[src/rtl/fifo_pkg.sv]
// rtl/fifo_pkg.sv - shared types for the FIFO read-side stream controller
package fifo_pkg;

  typedef enum logic [1:0] {
    IDLE  = 2'd0,
    RUN   = 2'd1,
    DRAIN = 2'd2
  } rd_state_e;

  localparam int RD_BUF_DEPTH = 2;

endpackage

[src/rtl/fifo_rd_stream_if.sv]
// rtl/fifo_rd_stream_if.sv - FIFO read port plus valid/ready output stream
interface fifo_rd_stream_if #(
  parameter int DATA_WIDTH = 8
) ();

  logic                  fifo_rd_en;
  logic                  fifo_empty;
  logic [DATA_WIDTH-1:0] fifo_dout;
  logic                  m_valid;
  logic [DATA_WIDTH-1:0] m_data;
  logic                  m_ready;

  modport master (
    output fifo_rd_en,
    input  fifo_empty,
    input  fifo_dout,
    output m_valid,
    output m_data,
    input  m_ready
  );

  modport slave (
    input  fifo_rd_en,
    output fifo_empty,
    output fifo_dout,
    input  m_valid,
    input  m_data,
    output m_ready
  );

endinterface

[src/rtl/fifo_rd_skid.sv]
// rtl/fifo_rd_skid.sv - 2-entry circular buffer absorbing the FIFO read latency
module fifo_rd_skid
  import fifo_pkg::*;
#(
  parameter int DATA_WIDTH = 8
) (
  input  logic                  i_clk,
  input  logic                  i_rst,
  input  logic                  i_push,
  input  logic [DATA_WIDTH-1:0] i_din,
  input  logic                  i_pop,
  output logic [DATA_WIDTH-1:0] o_dout,
  output logic [1:0]            o_occ
);

  logic [DATA_WIDTH-1:0] r_mem [RD_BUF_DEPTH];
  logic                  r_wr_idx;
  logic                  r_rd_idx;
  logic [1:0]            r_occ;

  always_ff @(posedge i_clk) begin
    if (i_rst) begin
      for (int i = 0; i < RD_BUF_DEPTH; i++) begin
        r_mem[i] <= '0;
      end
      r_wr_idx <= 1'b0;
      r_rd_idx <= 1'b0;
      r_occ    <= 2'd0;
    end else begin
      if (i_push) begin
        r_mem[r_wr_idx] <= i_din;
        r_wr_idx        <= ~r_wr_idx;
      end
      if (i_pop) begin
        r_rd_idx <= ~r_rd_idx;
      end
      r_occ <= r_occ + {1'b0, i_push} - {1'b0, i_pop};
    end
  end

  assign o_dout = r_mem[r_rd_idx];
  assign o_occ  = r_occ;

  a_no_overflow: assert property (@(posedge i_clk) disable iff (i_rst)
    !(i_push && !i_pop && r_occ == 2'd2));

endmodule

[src/rtl/fifo_rd_stream.sv]
// rtl/fifo_rd_stream.sv - drains a sync FIFO into a valid/ready stream at 1 word/clk
// Optional transfer counter enabled by FIFO_RD_STREAM_STATS_EN.
module fifo_rd_stream
  import fifo_pkg::*;
#(
  parameter int DATA_WIDTH = 8
`ifdef FIFO_RD_STREAM_STATS_EN
  ,
  parameter int CNT_WIDTH  = 16
`endif
) (
  input  logic               i_clk,
  input  logic               i_rst,
  input  logic               i_en,
  output logic               o_busy,
  fifo_rd_stream_if.master   bus
`ifdef FIFO_RD_STREAM_STATS_EN
  ,
  output logic [CNT_WIDTH-1:0] o_xfer_cnt
`endif
);

  rd_state_e             r_state;
  rd_state_e             w_next;
  logic                  r_inflight;
  logic                  w_valid;
  logic                  w_pop;
  logic                  w_rd_en;
  logic [1:0]            w_occ;
  logic [2:0]            w_pend;
  logic [DATA_WIDTH-1:0] w_dout;

  fifo_rd_skid #(
    .DATA_WIDTH(DATA_WIDTH)
  ) u_skid (
    .i_clk (i_clk),
    .i_rst (i_rst),
    .i_push(r_inflight),
    .i_din (bus.fifo_dout),
    .i_pop (w_pop),
    .o_dout(w_dout),
    .o_occ (w_occ)
  );

  assign w_valid = (w_occ != 2'd0);
  assign w_pop   = w_valid & bus.m_ready;

  // Words already owed to the buffer after this cycle's pop; pop implies occ>=1.
  assign w_pend  = {1'b0, w_occ} + {2'b00, r_inflight} - {2'b00, w_pop};
  assign w_rd_en = (r_state == RUN) & ~bus.fifo_empty & (w_pend < 3'd2);

  assign bus.fifo_rd_en = w_rd_en;
  assign bus.m_valid    = w_valid;
  assign bus.m_data     = w_dout;
  assign o_busy         = (r_state != IDLE);

  always_ff @(posedge i_clk) begin
    if (i_rst) begin
      r_state    <= IDLE;
      r_inflight <= 1'b0;
    end else begin
      r_state    <= w_next;
      r_inflight <= w_rd_en;
    end
  end

  // A read issued in the cycle en drops still counts as owed, so go to DRAIN.
  always_comb begin
    w_next = r_state;
    case (r_state)
      IDLE: begin
        if (i_en) w_next = RUN;
      end
      RUN: begin
        if (!i_en) begin
          w_next = ((w_occ != 2'd0) || r_inflight || w_rd_en) ? DRAIN : IDLE;
        end
      end
      DRAIN: begin
        if (i_en) begin
          w_next = RUN;
        end else if (!r_inflight && ((w_occ == 2'd0) || (w_occ == 2'd1 && w_pop))) begin
          w_next = IDLE;
        end
      end
      default: w_next = IDLE;
    endcase
  end

`ifdef FIFO_RD_STREAM_STATS_EN
  logic [CNT_WIDTH-1:0] r_xfer_cnt;

  always_ff @(posedge i_clk) begin
    if (i_rst) begin
      r_xfer_cnt <= '0;
    end else if (w_pop) begin
      r_xfer_cnt <= r_xfer_cnt + 1'b1;
    end
  end

  assign o_xfer_cnt = r_xfer_cnt;
`endif

endmodule

[src/flat_wrapper.sv]
// flat-port wrapper written by rule: the top's interface ports become plain ports
module fifo_rd_stream_flat import fifo_pkg::*;
#(
  parameter int DATA_WIDTH = 8

)
  (i_clk, i_rst, i_en, o_busy, bus_fifo_rd_en, bus_fifo_empty, bus_fifo_dout, bus_m_valid, bus_m_data, bus_m_ready);
  fifo_rd_stream_if #(.DATA_WIDTH(DATA_WIDTH)) bus_i ();
  input  logic i_clk;
  input  logic i_rst;
  input  logic i_en;
  output logic o_busy;
  output wire logic [$bits(bus_i.fifo_rd_en)-1:0] bus_fifo_rd_en;
  input wire logic [$bits(bus_i.fifo_empty)-1:0] bus_fifo_empty;
  input wire logic [$bits(bus_i.fifo_dout)-1:0] bus_fifo_dout;
  output wire logic [$bits(bus_i.m_valid)-1:0] bus_m_valid;
  output wire logic [$bits(bus_i.m_data)-1:0] bus_m_data;
  input wire logic [$bits(bus_i.m_ready)-1:0] bus_m_ready;
  assign bus_fifo_rd_en = bus_i.fifo_rd_en;
  assign bus_i.fifo_empty = bus_fifo_empty;
  assign bus_i.fifo_dout = bus_fifo_dout;
  assign bus_m_valid = bus_i.m_valid;
  assign bus_m_data = bus_i.m_data;
  assign bus_i.m_ready = bus_m_ready;
  fifo_rd_stream #(.DATA_WIDTH(DATA_WIDTH)) u_core (.i_clk(i_clk), .i_rst(i_rst), .i_en(i_en), .o_busy(o_busy), .bus(bus_i));
endmodule
[config.mk]
export PLATFORM = sky130hd
export DESIGN_NAME = fifo_rd_stream_flat
export DESIGN_NICKNAME = d
export VERILOG_FILES = /design/src/rtl/fifo_pkg.sv /design/src/rtl/fifo_rd_stream_if.sv /design/src/rtl/fifo_rd_skid.sv /design/src/rtl/fifo_rd_stream.sv /design/src/flat_wrapper.sv
export SDC_FILE = /design/constraint.sdc
export NUM_CORES = 1
export LEC_CHECK = 0
export BUFFER_PORTS_ARGS = -buffer_cell sky130_fd_sc_hd__buf_2
export CAP_MARGIN = 10
export CORE_MARGIN = 1.5
export CORE_UTILIZATION = 30
export DETAILED_ROUTE_END_ITERATION = 6
export RECOVER_POWER = 25
export SLEW_MARGIN = 20
export SYNTH_ARGS = -nofsm -noshare
export SYNTH_HDL_FRONTEND = slang
export SYNTH_SLANG_ARGS = --single-unit
[constraint.sdc]
create_clock -name i_clk -period 3.2 [get_ports i_clk]
set_input_delay 0.32 -clock i_clk [delete_from_list [all_inputs] [get_ports i_clk]]
set_output_delay 0.32 -clock i_clk [all_outputs]
set_load 0.02 [all_outputs]
Word-level counts from Yosys, hierarchy flattened

Memories as Yosys holds them, arrays and structs flattened. A register that Yosys moved wholly into a read port is not among the register bits.
Cells that the tools add are included.

Add/subtract/negate cells: 4
Multiplexer cells: 16
Magnitude comparators: 1
Bitwise gates (word level): 6
Eq/ne operators: 6
Reduce and logical (&&, ||, !) cells: 12

Operators with widths:

| operator                                                              | count |
|---|---|
| 2-bit two-way mux                                                     | 5 |
| 1-bit two-way mux                                                     | 9 |
| 8-bit two-way mux                                                     | 1 |
| 8-bit OR reduction                                                    | 1 |
| 2-bit case mux with 3 select lines                                    | 1 |
| 2-bit by 1-bit equality test with 1-bit output, second input constant | 2 |
| 2-bit logical NOT                                                     | 2 |
| 2-bit != test, second input constant                                  | 2 |
| 2-bit nonzero test                                                    | 2 |
| 2-bit by 1-bit adder with 3-bit output                                | 1 |
| 1-bit AND                                                             | 3 |
| 1-bit logical OR                                                      | 3 |
| 3-bit by 2-bit < comparator with 1-bit output, second input constant  | 1 |
| 3-bit by 2-bit != test with 1-bit output, second input constant       | 1 |
| 1-bit NOT                                                             | 3 |
| 3-bit AND reduction                                                   | 1 |
| 3-bit by 1-bit subtractor with 3-bit output                           | 1 |
| 2-bit by 1-bit adder with 2-bit output                                | 1 |
| 2-bit equality test, second input constant                            | 1 |
| 1-bit logical AND                                                     | 2 |
| 2-bit by 1-bit subtractor with 2-bit output                           | 1 |
| 1-bit logical NOT                                                     | 1 |

Output and inout bits: 11
Bits in writable memories: 16
Input port bits: 13
Memories kept: 1
Word-level logic and storage cells: 51
Register bits: 7

Memory list:

| memory              | depth | width | rd ports | clocked after memory_dff | wr ports | RTL line           | RTL |
|---|---|---|---|---|---|---|---|
| u_core.u_skid.r_mem | 2     | 8     | 1        | 1                        | 2        | fifo_rd_skid.sv:16 | `logic [DATA_WIDTH-1:0] r_mem [RD_BUF_DEPTH];` |

Longest topological paths before layout

Gate-level depths: netlist of the first run.

Word-level depth: 9
Gate-level depth with buffers: 9
Gate-level depth less buffers: 9

Hierarchy

From an unflattened synthesis of the first run, not the netlist that was laid out.

Cells, all modules: 96
Area, all modules: 1,143.6 um2

By module, submodules not included:

| module         | cells an instance | seq. area each (um2) | area an instance (um2) | times used |
|---|---|---|---|---|
| fifo_rd_skid   | 72                | 580.6                | 917.1                  | 1 |
| fifo_rd_stream | 24                | 60.1                 | 226.5                  | 1 |

Worst setup path before layout of the first run

No wires, ideal clock.

Path type: flip-flop to output port
Start point: register u_core.u_skid.r_occ[1], in the netlist u_core.u_skid.o_occ[1]
End point: output port bus_fifo_rd_en
Path slack: 0.953 ns
Stages on the path, launching flop included: 9
Required time: 2.880 ns
Buffers on the path: 0
Data arrival time: 1.927 ns
Cell sequence: dfxtp_1 o21a_1 ha_1 inv_1 ha_1 inv_1 fa_1 and2_1 and3_1

Longest elaborated chain between the ends: 5
Elaborated cells between the ends (all ways): 6
Those cells by class: add/sub (2); order compare (1); bitwise (2); reduce/logical (1)

Ends and longest elaborated chain:

| item                                          | RTL line             | RTL |
|---|---|---|
| start: declaration                            | fifo_rd_skid.sv:19   | `logic [1:0] r_occ;` |
| start signal: assignment                      | fifo_rd_skid.sv:37   | `r_occ <= r_occ + {1'b0, i_push} - {1'b0, i_pop};` |
| 2-bit nonzero test                            | fifo_rd_stream.sv:45 | `assign w_valid = (w_occ != 2'd0);` |
| 1-bit AND                                     | fifo_rd_stream.sv:46 | `assign w_pop = w_valid & bus.m_ready;` |
| net u_core.u_skid.i_pop                       | fifo_rd_skid.sv:11   | `input logic i_pop,` |
| 3-bit by 1-bit subtractor with 3-bit output   | fifo_rd_stream.sv:49 | `assign w_pend = {1'b0, w_occ} + {2'b00, r_inflight} - {2'b00, w_pop};` |
| 3-bit by 2-bit < comparator with 1-bit output | fifo_rd_stream.sv:50 | `assign w_rd_en = (r_state == RUN) & ~bus.fifo_empty & (w_pend < 3'd2);` |
| 1-bit AND                                     | fifo_rd_stream.sv:50 |  |
| end: declaration                              | flat_wrapper.sv:13   | `output wire logic [$bits(bus_i.fifo_rd_en)-1:0] bus_fifo_rd_en;` |

The timed path passes the listed nets, and every way through them passes these cells.

Final worst setup path of the first run

Same ends and word-level chain as after synthesis.

==> results of run 1 <==
## worst max-delay path: stages (launching register included)
cell and delay, ns:
sky130_fd_sc_hd__dfxtp_1 0.37, sky130_fd_sc_hd__o21a_1 0.24, sky130_fd_sc_hd__ha_1 0.29, sky130_fd_sc_hd__inv_1 0.06, sky130_fd_sc_hd__ha_1 0.13, sky130_fd_sc_hd__inv_1 0.04
sky130_fd_sc_hd__fa_1 0.50, sky130_fd_sc_hd__and2_1 0.14, sky130_fd_sc_hd__and3_1 0.16, sky130_fd_sc_hd__buf_2 0.16
## layer usage
layer / vias up / wire length, um / part of all wire [%]
met2: 18 / 898 / 50
li1: 341 / - / -
met4: 0 / 10 / 0.55
met1: 321 / 780 / 43
met3: 2 / 113 / 6.3
met5: - / 0 / 0
## synthesized netlist by cell type, types with 2 or more instances
library cell	number
sky130_fd_sc_hd__and2_1	17
sky130_fd_sc_hd__edfxtp_1	16
sky130_fd_sc_hd__dfxtp_1	8
sky130_fd_sc_hd__mux2_2	8
sky130_fd_sc_hd__nor2_1	5
sky130_fd_sc_hd__inv_1	3
sky130_fd_sc_hd__nor2b_1	3
sky130_fd_sc_hd__xnor2_1	3
sky130_fd_sc_hd__ha_1	2
sky130_fd_sc_hd__or2_2	2
## cells by family (layout without fill, tap and decap cells)
kind of cell,count (synthesis),after routing,share of synthesized area (%)
AND/OR/NAND/NOR,35,35,21.6
AO/OA/AOI/OAI,5,5,3.16
buffers and inverters,6,30,2.82
multiplexers,8,8,8.14
adder cells (fa/ha/maj),3,3,4.07
XOR/XNOR,3,3,2.37
flip-flops,24,24,57.9
## through the flow
| stage | utilization [%] | area, sq um | power, uW |
|---|---|---|---|
| final | 37.6 | 1290 | 779 |
| after global routing | 37.6 | 1290 | 826 |
| after CTS | 37.9 | 1310 | 792 |
| after detailed placement | 36.7 | 1260 | 626 |
| after global placement | 36.7 | 1260 | 620 |
| after floorplan | - | 1110 | 562 |
## path summary, 6_finish.rpt
check                                   endpoint                              start
setup / recovery                  bus_fifo_rd_en  u_core.u_skid.o_occ[1]$_SDFF_PP0_
hold / removal    u_core.r_state[0]$_SDFFE_PP0P_                               i_en
hold reg to reg   u_core.r_state[0]$_SDFFE_PP0P_     u_core.r_state[1]$_SDFFE_PP0P_
setup reg to reg    u_core.r_inflight$_SDFF_PP0_  u_core.u_skid.o_occ[1]$_SDFF_PP0_
## layout make-up
cell class                      instances  area [sq um]
Inverter                                4          15.0
Fill cell                             359          2150
Clock buffer                            3          41.3
Tap cell                               46          57.6
Multi-Input combinational cell         54           424
Timing Repair Buffer                   23           115
Sequential cell                        24           641
## flip-flops by register name, summed over array words and instances, names as in the netlist, named ones only
| name | cells |
|---|---|
| u_core.u_skid.r_wr_idx | 1 |
| u_core.u_skid.r_rd_idx | 1 |
| u_core.u_skid.r_mem | 16 |
| u_core.r_state | 2 |
| u_core.u_skid.o_occ | 2 |
| u_core.r_inflight | 1 |
## cells in the final DEF (no fill, tap or decap), types with 2 or more instances in the layout
| cell | instances |
|---|---|
| sky130_fd_sc_hd__buf_2 | 23 |
| sky130_fd_sc_hd__edfxtp_1 | 16 |
| sky130_fd_sc_hd__and2_1 | 10 |
| sky130_fd_sc_hd__mux2_2 | 8 |
| sky130_fd_sc_hd__dfxtp_1 | 8 |
| sky130_fd_sc_hd__and2_0 | 7 |
| sky130_fd_sc_hd__nor2_1 | 5 |
| sky130_fd_sc_hd__inv_1 | 3 |
| sky130_fd_sc_hd__xnor2_1 | 3 |
| sky130_fd_sc_hd__nor2b_1 | 3 |
| sky130_fd_sc_hd__clkbuf_8 | 3 |
| sky130_fd_sc_hd__or2_2 | 2 |
| sky130_fd_sc_hd__ha_1 | 2 |
## power groups by stage
stage,Clock [uW],Sequential (uW),Combinational (uW)
final,165,397,217
after global routing,184,401,240
after CTS,173,398,222
after detailed placement,0,405,221
after global placement,0,403,217
after floorplan,0,388,174
==> run summary, run 1 <==
The run finished with clean final reports. After clock tree synthesis, the repair step resized 0 gates. The number of synthesized flops with an enable pin was 16. The via density per instance is 4.43, and the setup TNS is 0 ns.

The final layout contains routed wiring with a total length of 1.80 mm. The largest total area in the synthesized netlist belongs to sky130_fd_sc_hd__edfxtp_1. The routed layout has 682 vias. For the pin with the worst max-slew slack, the measured transition is 0.838 ns. Setup repair after global routing left no endpoint under its margin. The first routing iteration left 18 violations. By area the synthesized netlist is led by sky130_fd_sc_hd__edfxtp_1, sky130_fd_sc_hd__dfxtp_1, sky130_fd_sc_hd__and2_1. The critical path required time is 2.88 ns. The number of inserted diodes was 0. The finished layout holds 154 standard cells, fillers aside. Number of routed nets with antenna violations: 0. Timing would allow up to 375 MHz.

Counting distinct cell types in the post-synthesis netlist gives 27. Routability-driven placement finished with a final weighted congestion of 0.694. Cell internal power was estimated by the tool at 550 uW.

I/O pin count: 24. For the initial cell density of the core, the log shows 32.2%. The switching component of the power came out at 228 uW. Share of the yosys chip area belonging to registers: 57.9%. The routed design could run at a clock period as short as 2.67 ns. For this run, the leading register cell type out of synthesis is sky130_fd_sc_hd__edfxtp_1. The clock network fraction of design power is 21.2%. X dimension of the die: 63.8 um. The tools report the total DRC errors in the routed layout as 0. The cell depth of the worst hold path came out at 3.

Entering global routing, the biggest net connects 14 pins. Share of flip-flops with an asynchronous set or reset after synthesis: 0%. The first global-routing pass estimated 3.06 mm of wire. Worst relative slew slack: 43.7%. The setup slack after placement is 0.813 ns, and the y dimension of the die is 63.8 um. The cell sitting at the root of the clock tree is a sky130_fd_sc_hd__clkbuf_8.

For the detailed placer's ending HPWL, the log shows 1.32 mm. TritonCTS sink count: 24. The run gives 0 as the initial antenna violation count.

In the final routed layout, each cell accounts on average for 11.7 um. After clock tree synthesis, the clock-pin slew on the worst setup and hold paths is 0.08 ns. The area share of the largest cell type after synthesis works out to 43.4%.

The run gives 0.531 ns as the final critical-path setup slack. In this run, synthesis produced a sequential element count of 24. TritonCTS built the clock tree. Once the clock tree was built, the setup fixing pass inserted 0 buffers. The floorplan step defined a core boundary enclosing 0.00344 sq mm. The run gives 0.25 ns as the clock latency at the later pin of the worst-skew pair. For met3 alone, demand over resource in global routing was 2.46%.

Synthesized area per cell: 13.2 sq um. The tools report the number of instances in the synthesized netlist as 84. The synthesized netlist occupies a cell area of 0.00111 sq mm.

The tools report the number of buffers added by the clock tree synthesis step as 3. Final count of pins violating max slew: 0. The worst path uses 83.4% of the clock period. The pre-antenna-repair detailed-routing pass consisted of 4 iterations.

The worst setup path is of the flip-flop to output port kind. The net count of the mapped netlist is 100. The number of cells on the worst reg-to-reg path is 9. Setup slack on the worst reg-to-reg path comes out at 1.03 ns. The number of placement rows was 21; the proportion of total power due to net switching was 29.3%.

The analysis attributes to cell leakage a power of 0.000539 uW. Compared with the post-synthesis result, the final layout area differs by 16.8%. The logs give 9.58% for the overall fraction of global-route tracks in use and 126 for the total number of nets in the final design.

For this run, the number of Yosys warnings is 0. Setup violations remaining at the end of the flow were counted as 0. Global routing consumed, on the met1 layer, 10.3% of the routing resources. The classification of the worst-slack hold path is primary input to flip-flop.

For the deepest level of the CTS H-tree, the log shows 1. The clock passes through at most 2 buffers. Type of origin of the critical path: a flip-flop.

The sequential cell fraction of total power was 50.9%. For the arrival time at the worst endpoint, the log shows 2.35 ns. The tools report the nature of the critical path endpoint as an output port. The number of buffers inserted by hold repair at cts was 0; the power per standard cell area was 602 mW/mm^2. The run gives 732 as the via count of the first global-routing pass. Across the run, the number of max-cap violations was 0. The global routing stage identified its most utilized layer as met2. The die covers 0.00406 sq mm. Number of port buffers: 23. Along the worst path, the maximum fanout reaches 5.

The fraction of met2 tracks used by global routing is 18.0%. The logs give 0 for the final hold violation count and 151 for the placed instance count. Across the VDD grid, the largest voltage drop is 0.367 mV.

The share of layout cells above drive strength 1 is 36.1%, and the final worst hold slack is 0.308 ns. The tools report the worst setup skew after layout as 0.00396 ns. Global routing finished with a remaining overflow of 0. The share of total power dissipated in combinational logic is 27.8%.
Power figures use the tool's default switching activity.
==> run 2: changes to the inputs <==
--- a/config.mk
+++ b/config.mk
@@ -5,6 +5,7 @@
 export SDC_FILE = /design/constraint.sdc
 export NUM_CORES = 1
 export LEC_CHECK = 0
+export ABC_AREA = 1
 export BUFFER_PORTS_ARGS = -buffer_cell sky130_fd_sc_hd__buf_2
 export CAP_MARGIN = 10
 export CORE_MARGIN = 1.5
==> constraint.sdc (replaced) <==
create_clock -name i_clk -period 2.5 [get_ports i_clk]
set_input_delay 0.25 -clock i_clk [delete_from_list [all_inputs] [get_ports i_clk]]
set_output_delay 0.25 -clock i_clk [all_outputs]
set_load 0.02 [all_outputs]
==> run summary, run 2 <==
The flow ran to the end, but the final reports show violations. The final reports fail on setup timing. The number of placement rows is 21 (unchanged).

Cell with the largest stage delay on the worst path: sky130_fd_sc_hd__fa_1 (unchanged). The TritonCTS sink count was 24 (unchanged); the I/O pin count was 24 (unchanged). The via density per instance came out at 4.23 (was 4.43). Cell with the most instances after synthesis: sky130_fd_sc_hd__nor2_1 (was sky130_fd_sc_hd__and2_1). The share of the clock period used by the worst path works out to 103%. The count of max-cap constraint violations was 0 (unchanged). The x dimension of the die is 62.6 um (was 63.8 um), and the number of distinct library cells after synthesis is 19 (was 27).

The run gives 15 (was 14) as the pin count of the biggest net entering global routing. Most used flip-flop cell after synthesis: sky130_fd_sc_hd__edfxtp_1 (unchanged). The routability congestion estimate from global placement came out at 0.719 (was 0.694). The run gives 1 (was 0) as the final setup violation count.

The maximum vdd ir drop was 0.620 mV (was 0.367 mV). Register bank with the most flops: u_core.u_skid.r_mem (unchanged). The run gives 3 (unchanged) as the number of buffers added by the clock tree synthesis step.

For the final count of pins violating max slew, the log shows 0 (unchanged). The clock latency at the later pin of the worst-skew pair came out at 0.31 ns (was 0.25 ns). Type of origin of the critical path: a flip-flop (unchanged).

Power per standard cell area: 873 mW/mm^2 (was 602 mW/mm^2). The count of buffering cells on the critical path with inverters included was 4 (was 3); the total of flip-flops plus latches after synthesis was 24 (unchanged). The final routed wirelength across all metal layers was 1.93 mm (was 1.80 mm); the wire length of the first global-routing pass was 3.47 mm (was 3.06 mm).

The synthesized area per cell is 10.3 sq um (was 13.2 sq um), and the worst setup skew after layout is 0.000441 ns (was 0.00396 ns). Root cell of the clock tree: sky130_fd_sc_hd__clkbuf_4 (was sky130_fd_sc_hd__clkbuf_8). The classification of the worst-slack hold path is primary input to flip-flop (unchanged). The die area was 0.00392 sq mm (was 0.00406 sq mm); the initial antenna violation count was 0 (unchanged). The worst relative slew slack was 72.7% (was 43.7%); the routed wire length per instance was 10.7 um (was 11.7 um). TritonCTS built the clock tree. Total DRC errors in the routed layout: 0 (unchanged).

The static leakage power is 0.000634 uW (was 0.000539 uW), and the flip-flop count of the largest register after layout is 16 (unchanged). The most numerous cell on the critical path is sky130_fd_sc_hd__inv_1. The area share of the largest cell type after synthesis works out to 45.1% (was 43.4%).

The cell type with the highest aggregate area in the netlist was sky130_fd_sc_hd__edfxtp_1 (unchanged). Worst-path cell chain: o21a_1 -> ha_1 -> inv_1 -> ha_1 -> inv_1 -> fa_1 -> nand2_1 -> nor2_1 -> nand2_1 -> inv_1 -> buf_6 (was o21a_1 -> ha_1 -> inv_1 -> ha_1 -> inv_1 -> fa_1 -> and2_1 -> and3_1 -> buf_2). The kind of cell adding the most delay to the critical path was adder cells (unchanged).

The transition time at the pin with the least slew margin works out to 0.409 ns (was 0.838 ns). The growth of design area from synthesis to finish is 23.9% (was 16.8%), and the overall fraction of global-route tracks in use is 11.3% (was 9.58%). Yosys warning count: 0 (unchanged). The detailed-route via count was 761 (was 682); the largest stage delay on the critical path was 0.50 ns (about the same). For the number of routed nets with antenna violations, the log shows 0 (unchanged). The number of inserted diodes is 0 (unchanged). The tools report the net count of the mapped netlist as 120 (was 100). The run gives 0 (unchanged) as the final global-route overflow total. Largest cells by area after synthesis: sky130_fd_sc_hd__edfxtp_1, sky130_fd_sc_hd__dfxtp_1, sky130_fd_sc_hd__mux2_2 (was sky130_fd_sc_hd__edfxtp_1, sky130_fd_sc_hd__dfxtp_1, sky130_fd_sc_hd__and2_1). The maximum fanout count along the critical path was 2 (was 5); the area inside the core boundary was 0.00336 sq mm (was 0.00344 sq mm). The deepest level of the CTS H-tree is 1 (unchanged), and the setup TNS is -0.0743 ns (was 0 ns).

The worst path needs 2.57 ns of the cycle, external delays included. The tools report the detailed router's first-iteration violation count as 22 (was 18). Commonest non-fill, non-tap cells in the layout: sky130_fd_sc_hd__nor2_1, sky130_fd_sc_hd__buf_2, sky130_fd_sc_hd__inv_1, sky130_fd_sc_hd__edfxtp_1, sky130_fd_sc_hd__nand2_1 (was sky130_fd_sc_hd__buf_2, sky130_fd_sc_hd__edfxtp_1, sky130_fd_sc_hd__and2_1, sky130_fd_sc_hd__mux2_2, sky130_fd_sc_hd__dfxtp_1).

Classification of the worst setup path: flip-flop to output port (unchanged). The number of synthesized flops with an enable pin works out to 16 (unchanged). Post-synth top cells: sky130_fd_sc_hd__nor2_1, sky130_fd_sc_hd__inv_1, sky130_fd_sc_hd__edfxtp_1 (was sky130_fd_sc_hd__and2_1, sky130_fd_sc_hd__edfxtp_1, sky130_fd_sc_hd__dfxtp_1, sky130_fd_sc_hd__mux2_2, sky130_fd_sc_hd__nor2_1). Total number of nets in the final design: 151 (was 126).

The share of layout cells above drive strength 1 was 33.6% (was 36.1%); the worst-case clock buffer depth was 2 (unchanged). Nature of the critical path endpoint: an output port (unchanged). The final hold violation count came out at 0 (unchanged). Setup repair after global routing could not meet its margin everywhere. The number of instances in the synthesized netlist is 104 (was 84). The critical path required time was 2.25 ns (was 2.88 ns). The share of flip-flops with an asynchronous set or reset after synthesis was 0% (unchanged). The leading cell type in the layout, fill and taps excluded is sky130_fd_sc_hd__nor2_1 (was sky130_fd_sc_hd__buf_2). Combined area of all synthesized cells: 0.00107 sq mm (was 0.00111 sq mm). The run gives 0.176 ns (was 0.813 ns) as the setup slack after placement.

The clock-pin slew on the worst setup and hold paths is 0.13 ns (was 0.08 ns), and the detailed placer's ending HPWL is 1.36 mm (was 1.32 mm). The initial cell density of the core was 31.7% (was 32.2%); the number of port buffers was 23 (unchanged). The final critical-path setup slack is -0.0743 ns (was 0.531 ns). The y dimension of the die was 62.6 um (was 63.8 um); the fmax was 388 MHz.

The share of the yosys chip area belonging to registers was 60.1% (was 57.9%); the via count of the first global-routing pass was 825 (was 732). The logs give 4 (unchanged) for the number of iterations in the first detailed-routing pass and 2.32 ns (was 2.35 ns) for the arrival time at the worst endpoint.
==> run 2: changes by cell type after synthesis, moves of 13 or more <==
cell / before / now
sky130_fd_sc_hd__inv_1: 3 / 18
sky130_fd_sc_hd__and2_1: 17 / 0
sky130_fd_sc_hd__nor2_1: 5 / 23
sky130_fd_sc_hd__nand2_1: 0 / 13
==> run 2: area by class of cell <==
cell class | count | area (sq um)
Clock buffer | 3 | 22.5
Inverter | 19 | 71.3
Multi-Input combinational cell | 60 | 342
Clock inverter | 1 | 30.0
Timing Repair Buffer | 27 | 151
Tap cell | 46 | 57.6
Sequential cell | 24 | 647
Fill cell | 379 | 2040
==> run 2: logic make-up (layout without fill, tap and decap cells) <==
logic type      after synthesis  after routing  synth area share, %
flops                        24             24                 60.1
compound gates                8              8                 4.34
fa+ha+maj                     3              3                 4.23
mux                           8              8                 8.45
buf+inv                      20             50                 7.16
simple gates                 41             41                 15.7
==> run 2: routing by layer <==
layer  share of wire, %  GRT usage, %  up-vias
met2                 51          21.0       25
met5                  0             0        -
met4               0.67          2.78        0
met1                 41          11.9      343
met3                7.2          4.50        2
li1                   -             -      391
==> run 2: report_power, final <==
group          leakage [uW]  internal, uW  switching (uW)
sequential         0.000232           474            40.0
combinational      0.000374           164             201
clock             0.0000279           162             112
==> run 2: what timing repair did <==
action                                  4_1_cts  5_1_grt
resized for setup                             5        1
pin swaps                                     2        0
hold buffers                                  0        0
setup buffers                                 4        0
endpoints found under the setup margin        1        1
==> run 2: path summary, 6_finish.rpt <==
kind	end	cells past startpoint	slack [ns]	startpoint
worst min register to register	u_core.r_state[0]$_SDFFE_PP0P_	1	0.46	u_core.r_state[1]$_SDFFE_PP0P_
worst max register to register	u_core.r_state[1]$_SDFFE_PP0P_	13	0.27	u_core.u_skid.o_occ[1]$_SDFF_PP0_
worst max-delay path	bus_fifo_rd_en	11	-0.07	u_core.u_skid.o_occ[1]$_SDFF_PP0_
worst min-delay path	u_core.r_state[1]$_SDFFE_PP0P_	2	0.16	i_rst
==> run 2: stage by stage <==
step	total power (uW)	utilization, %	instances	cell area, sq um	hold WS [ns]
2_1_floorplan	755	-	104	1070	0.312
3_3_place_gp	836	36.7	172	1230	0.430
3_5_place_dp	849	36.7	172	1230	0.436
4_1_cts	1170	39.5	180	1330	0.150
5_1_grt	1230	39.3	180	1320	0.149
6_report	1150	39.3	180	1320	0.156
